==> src/rtl/uart_tx_framer_pkg.sv <==
// Shared UART transmit definitions: framer state encoding and parity-type constants.
package uart_tx_framer_pkg;

    typedef enum logic [2:0] {
        IDLE,
        START,
        DATA,
        PARITY,
        STOP
    } tx_state_e;

    localparam logic PAR_EVEN = 1'b0;
    localparam logic PAR_ODD  = 1'b1;

endpackage

==> src/rtl/uart_tx_parity.sv <==
// Parity bit generator for the UART transmit framer, evaluated on the latched frame data.
module uart_tx_parity
    import uart_tx_framer_pkg::*;
#(
    parameter int Width = 8
)
(
    input  logic [Width-1:0] i_data,
    input  logic             i_par_typ,
    output logic             o_parity
);

    logic w_xor;

    assign w_xor    = ^i_data;
    assign o_parity = (i_par_typ == PAR_EVEN) ? w_xor : ~w_xor;

endmodule

==> src/rtl/uart_tx_framer.sv <==
// UART transmit framer: start, data LSB first, optional parity, stop; one bit per clock,
// with a single-entry holding register so back-to-back frames leave no idle gap.
module uart_tx_framer
    import uart_tx_framer_pkg::*;
#(
    parameter int Width = 8
)
(
    input  logic             i_clk,
    input  logic             i_reset,
    input  logic [Width-1:0] i_p_data,
    input  logic             i_data_valid,
    input  logic             i_par_en,
    input  logic             i_par_typ,
    output logic             o_tx_out,
    output logic             o_busy,
    output logic             o_full,
    output logic             o_overflow
);

    localparam int              CntW    = $clog2(Width);
    localparam logic [CntW-1:0] LastBit = CntW'(Width - 1);

    tx_state_e        r_state;
    tx_state_e        w_next_state;
    logic [Width-1:0] r_shift;
    logic [Width-1:0] r_hold;
    logic [Width-1:0] w_load_data;
    logic [CntW-1:0]  r_bit_cnt;
    logic             r_par_en;
    logic             r_par_typ;
    logic             r_full;
    logic             r_overflow;
    logic             r_tx_out;
    logic             r_busy;
    logic             w_load;
    logic             w_tx;
    logic             w_parity;
    logic             w_not_idle;
    logic             w_in_stop;
    logic             w_hold_wr;
    logic             w_drop;

    uart_tx_parity #(.Width(Width)) u_parity (
        .i_data    (r_shift),
        .i_par_typ (r_par_typ),
        .o_parity  (w_parity)
    );

    always_ff @(posedge i_clk) begin
        if (i_reset) begin
            r_state <= IDLE;
        end else begin
            r_state <= w_next_state;
        end
    end

    // A frame that ends while another byte is waiting (held or just offered) restarts at once.
    always_comb begin
        w_next_state = r_state;
        w_load       = 1'b0;
        w_load_data  = i_p_data;
        w_tx         = 1'b1;
        case (r_state)
            IDLE: begin
                if (i_data_valid) begin
                    w_next_state = START;
                    w_load       = 1'b1;
                end
            end
            START: begin
                w_tx         = 1'b0;
                w_next_state = DATA;
            end
            DATA: begin
                w_tx = r_shift[r_bit_cnt];
                if (r_bit_cnt == LastBit) begin
                    w_next_state = r_par_en ? PARITY : STOP;
                end
            end
            PARITY: begin
                w_tx         = w_parity;
                w_next_state = STOP;
            end
            STOP: begin
                if (r_full) begin
                    w_next_state = START;
                    w_load       = 1'b1;
                    w_load_data  = r_hold;
                end else if (i_data_valid) begin
                    w_next_state = START;
                    w_load       = 1'b1;
                end else begin
                    w_next_state = IDLE;
                end
            end
            default: begin
                w_next_state = IDLE;
            end
        endcase
    end

    assign w_not_idle = (r_state != IDLE);
    assign w_in_stop  = (r_state == STOP);
    assign w_hold_wr  = i_data_valid && w_not_idle &&
                        ((!r_full && !w_in_stop) || (r_full && w_in_stop));
    assign w_drop     = i_data_valid && r_full && !w_in_stop;

    // Line outputs are registered from the current state, so each bit follows its state by one edge.
    always_ff @(posedge i_clk) begin
        if (i_reset) begin
            r_shift    <= '0;
            r_hold     <= '0;
            r_bit_cnt  <= '0;
            r_par_en   <= 1'b0;
            r_par_typ  <= 1'b0;
            r_full     <= 1'b0;
            r_overflow <= 1'b0;
            r_tx_out   <= 1'b1;
            r_busy     <= 1'b0;
        end else begin
            r_tx_out   <= w_tx;
            r_busy     <= w_not_idle;
            r_overflow <= w_drop;
            if (w_load) begin
                r_shift   <= w_load_data;
                r_par_en  <= i_par_en;
                r_par_typ <= i_par_typ;
            end
            if (r_state == DATA) begin
                r_bit_cnt <= (r_bit_cnt == LastBit) ? '0 : r_bit_cnt + CntW'(1);
            end
            if (w_hold_wr) begin
                r_hold <= i_p_data;
                r_full <= 1'b1;
            end else if (w_in_stop && r_full) begin
                r_full <= 1'b0;
            end
        end
    end

    assign o_tx_out   = r_tx_out;
    assign o_busy     = r_busy;
    assign o_full     = r_full;
    assign o_overflow = r_overflow;

endmodule
==> config.mk <==
export PLATFORM = sky130hd
export DESIGN_NAME = uart_tx_framer
export DESIGN_NICKNAME = d
export VERILOG_FILES = /design/src/rtl/uart_tx_framer_pkg.sv /design/src/rtl/uart_tx_parity.sv /design/src/rtl/uart_tx_framer.sv
export SDC_FILE = /design/constraint.sdc
export NUM_CORES = 1
export LEC_CHECK = 0
export CELL_PAD_IN_SITES_DETAIL_PLACEMENT = 0
export CELL_PAD_IN_SITES_GLOBAL_PLACEMENT = 2
export CORE_MARGIN = 3
export CORE_UTILIZATION = 30
export CTS_CLUSTER_DIAMETER = 60
export CTS_CLUSTER_SIZE = 40
export DETAILED_ROUTE_END_ITERATION = 8
export PLACE_DENSITY = 0.67
export SKIP_CTS_REPAIR_TIMING = 1
export SYNTH_ARGS = -nofsm -noshare
export SYNTH_HDL_FRONTEND = slang
export SYNTH_SLANG_ARGS = --single-unit
==> constraint.sdc <==
create_clock -name i_clk -period 1.54 [get_ports i_clk]
set_input_delay 0.308 -clock i_clk [delete_from_list [all_inputs] [get_ports i_clk]]
set_output_delay 0.308 -clock i_clk [all_outputs]
set_load 0.01 [all_outputs]
==> results.py <==
metrics = {
    "worst_setup_path": {
        "cp_slowest_cell": "dfxtp_2",
        "worst-path-buf-inv": 1,
        "crit_family": "simple AND/OR/NAND/NOR gates",
        "worstPathCellList": "nor3b_4 -> ha_1 -> nor3b_2 -> buf_6 -> mux2i_1 -> nor2_1",
        "setup.worst_path.end_class": "flop",
        "required_ps": 1700,
        "critPathKind": "flop to flop",
        "worstSetupStartpointType": "flop",
        "critPathMaxFanout": 9,
        "crit_path_max_incr_delay_ps": 340,
        "cp.arrival_ps": 1720,
    },
    "sta": {
        "rsz0062_at_grt": "true",
        "fin_crit_sh_pct": 101,
        "holdWs_ps": 502,
        "slew-limit-headroom_pct": 79.5,
        "min_period_ps": 1560,
        "fmax_mhz": 642,
        "clock_skew_ps": 4.09,
        "worst_slew_pin_slew_ps": 305,
        "setup_viol": 8,
        "setup_tns_ps": -83.4,
        "hold_viol": 0,
        "drv_slew": 0,
        "setup_ws_ps": -16.7,
    },
    "placement": {
        "place_area_um2": 1650,
        "dp_cells": 201,
        "place_hpwl_um": 2020,
        "portBuffers": 16,
        "gp_congestion": 0.760,
        "dp_slack_ps": -52.2,
    },
    "global_routing": {
        "grt_max_degree": 20,
        "grt_pass1_vias": 1005,
        "grt_pass1_wl_um": 4530,
        "antenna_found_initial": 0,
        "busiest_layer": "met2",
        "grt_overflow": 0,
        "grtUsageMet3_pct": 2.84,
        "grtUsageTotal_pct": 10.8,
        "use_met1_pct": 12.5,
        "met2_usage_pct": 19.7,
    },
    "final_layout": {
        "fin_nets": 170,
        "stdcell_count": 205,
        "n_antenna_cell": 0,
        "final_layout_size_suffix_gt1_share_pct": 20.9,
        "post-route-util_pct": 38.8,
        "design_area_um2": 1710,
        "multi_input_area_um2": 743,
        "area_delta_synth_final_pct": 23.5,
        "fillers": 437,
        "regArea_um2": 564,
    },
    "pwr": {
        "p_per_area_nw_per_um2": 1140,
        "vdd_ir_drop_max_v": 0.000547,
        "leakage_nw": 0.652,
        "total_power_mw": 1.94,
    },
    "synth": {
        "async_reset_ff_share_pct": 0,
        "synth_area_um2": 1390,
        "synth_top_area_share_pct": 40.4,
        "yosys_warnings": 0,
        "synth_edf_count": 0,
        "synth_seq_area_share_pct": 40.4,
        "synth_area_leaders": "dfxtp_1 (40%), mux2i_1 (17%), a211oi_2 (7.2%)",
        "synthCells": 129,
        "synth-seq-cells": 28,
        "yosys.area.top_type": "dfxtp_1",
        "postSynthAreaPerCell_um2": 10.7,
        "synth.distinct_cells": 28,
        "synth_ff_type": "dfxtp_1",
        "synth_most_common_cell": "dfxtp_1",
        "ys_top_cells_by_count": "dfxtp_1 (28), nor2_1 (26), mux2i_1 (23), a211oi_2 (8), a21oi_1 (6)",
        "syn-num-nets": 145,
    },
    "die": {
        "core_area_um2": 4410,
        "num_rows": 24,
        "chipHeight_um": 74.0,
        "initial_core_util_pct": 31.4,
        "die-area_um2": 5470,
        "die_w_um": 74.0,
        "io_pins": 17,
    },
    "worst_hold_path": {
        "min_path_type": "flop to flop",
    },
    "detailed_routing": {
        "first_pass_iters": 4,
        "viasPerCell": 4.79,
        "antenna_left": 0,
        "vias": 981,
        "drtIter0Drc": 33,
        "drc_errors": 0,
        "wl_per_cell_um": 12.7,
        "totalWireLength_um": 2600,
    },
    "clocking": {
        "clockBufferDepth": 2,
        "numCtsBuffers": 3,
        "root_buffer": "clkbuf_8",
        "cts.htree.levels": 1,
        "cts_tree": "yes",
        "cts.sinks": 28,
        "clk_latency_ps": 270,
        "cts.clk_slew.worst_paths_ps": 90,
    },
    "outcome": {
        "outcome": "finished with violations",
        "violations": "setup timing",
    },
    "job": {
        "maxCapViolations": 0,
    },
}
area by class of cell:
cell class / instances / share of cell area [%]
clock buffers: 4 / 3.22
inverters: 4 / 0.877
multi-input cells: 89 / 43.4
flip-flops and latches: 28 / 33.0
well taps: 52 / 3.80
repair buffers: 28 / 15.7
power by group:
group	leakage, nW	total (mW)	switching (mW)	internal (mW)
Clock	0.0288	0.448	0.219	0.229
Sequential	0.231	0.881	0.0639	0.817
Combinational	0.392	0.615	0.275	0.341
kinds of logic after synthesis:
kind of cell	after synthesis	share of synthesized area (%)
compound gates	18	11.9
xor+xnor	7	5.42
fa+ha+maj	3	2.71
buf+inv	12	6.32
flops	28	40.4
mux	25	20.4
simple gates	36	12.8
sequential cells by signal, indices dropped and copies added, names as in the netlist:
| name | count |
|---|---|
| r_par_typ | 1 |
| o_full | 1 |
| r_hold | 8 |
| o_tx_out | 1 |
| r_par_en | 1 |
| r_bit_cnt | 3 |
| o_busy | 1 |
| r_state | 3 |
| o_overflow | 1 |
| r_shift | 8 |
routing by layer:
| metal | up-vias | routed length [µm] |
|---|---|---|
| met5 | - | 0 |
| li1 | 498 | - |
| met2 | 19 | 1320 |
| met3 | 2 | 101 |
| met1 | 462 | 1160 |
| met4 | 0 | 23 |
worst register-to-register path: stages, from the launching register on:
cell and delay (ps):
dfxtp_2 340, nor3b_4 220, ha_1 260, nor3b_2 190
buf_6 190, mux2i_1 200, nor2_1 50
cells in the final DEF (no fill, tap or decap):
cell,Yosys,layout
a211o_1,1,1
a211oi_2,8,8
a21oi_1,6,6
a311o_1,1,1
and2_4,1,1
buf_12,1,1
buf_4,2,10
buf_6,1,1
clkbuf_8,0,4
clkdlybuf4s50_1,0,15
dfxtp_1,28,25
dfxtp_2,0,3
dlymetal6s2s_1,0,1
ha_1,3,3
inv_1,4,4
mux2i_1,23,23
mux4_1,2,2
nand2_1,2,2
nor2_1,26,26
nor3_1,3,3
nor3_4,1,1
nor3b_2,0,1
nor3b_4,1,1
o2111a_1,1,1
o21ai_0,1,1
or2_2,1,1
xnor2_1,5,5
xnor3_1,1,1
xor2_1,1,1
path summary, 6_finish.rpt:
check	from	endpoint	slack (ps)	cells past startpoint
setup / recovery	r_state[1]$_SDFFE_PP0P_	r_hold[6]$_SDFFE_PP0P_	-20	6
hold / removal	r_hold[3]$_SDFFE_PP0P_	r_hold[3]$_SDFFE_PP0P_	500	2
setup reg to reg	r_state[1]$_SDFFE_PP0P_	r_hold[6]$_SDFFE_PP0P_	-20	6
hold reg to reg	r_hold[3]$_SDFFE_PP0P_	r_hold[3]$_SDFFE_PP0P_	500	2
Note: power is estimated with default switching activity, not from simulation.
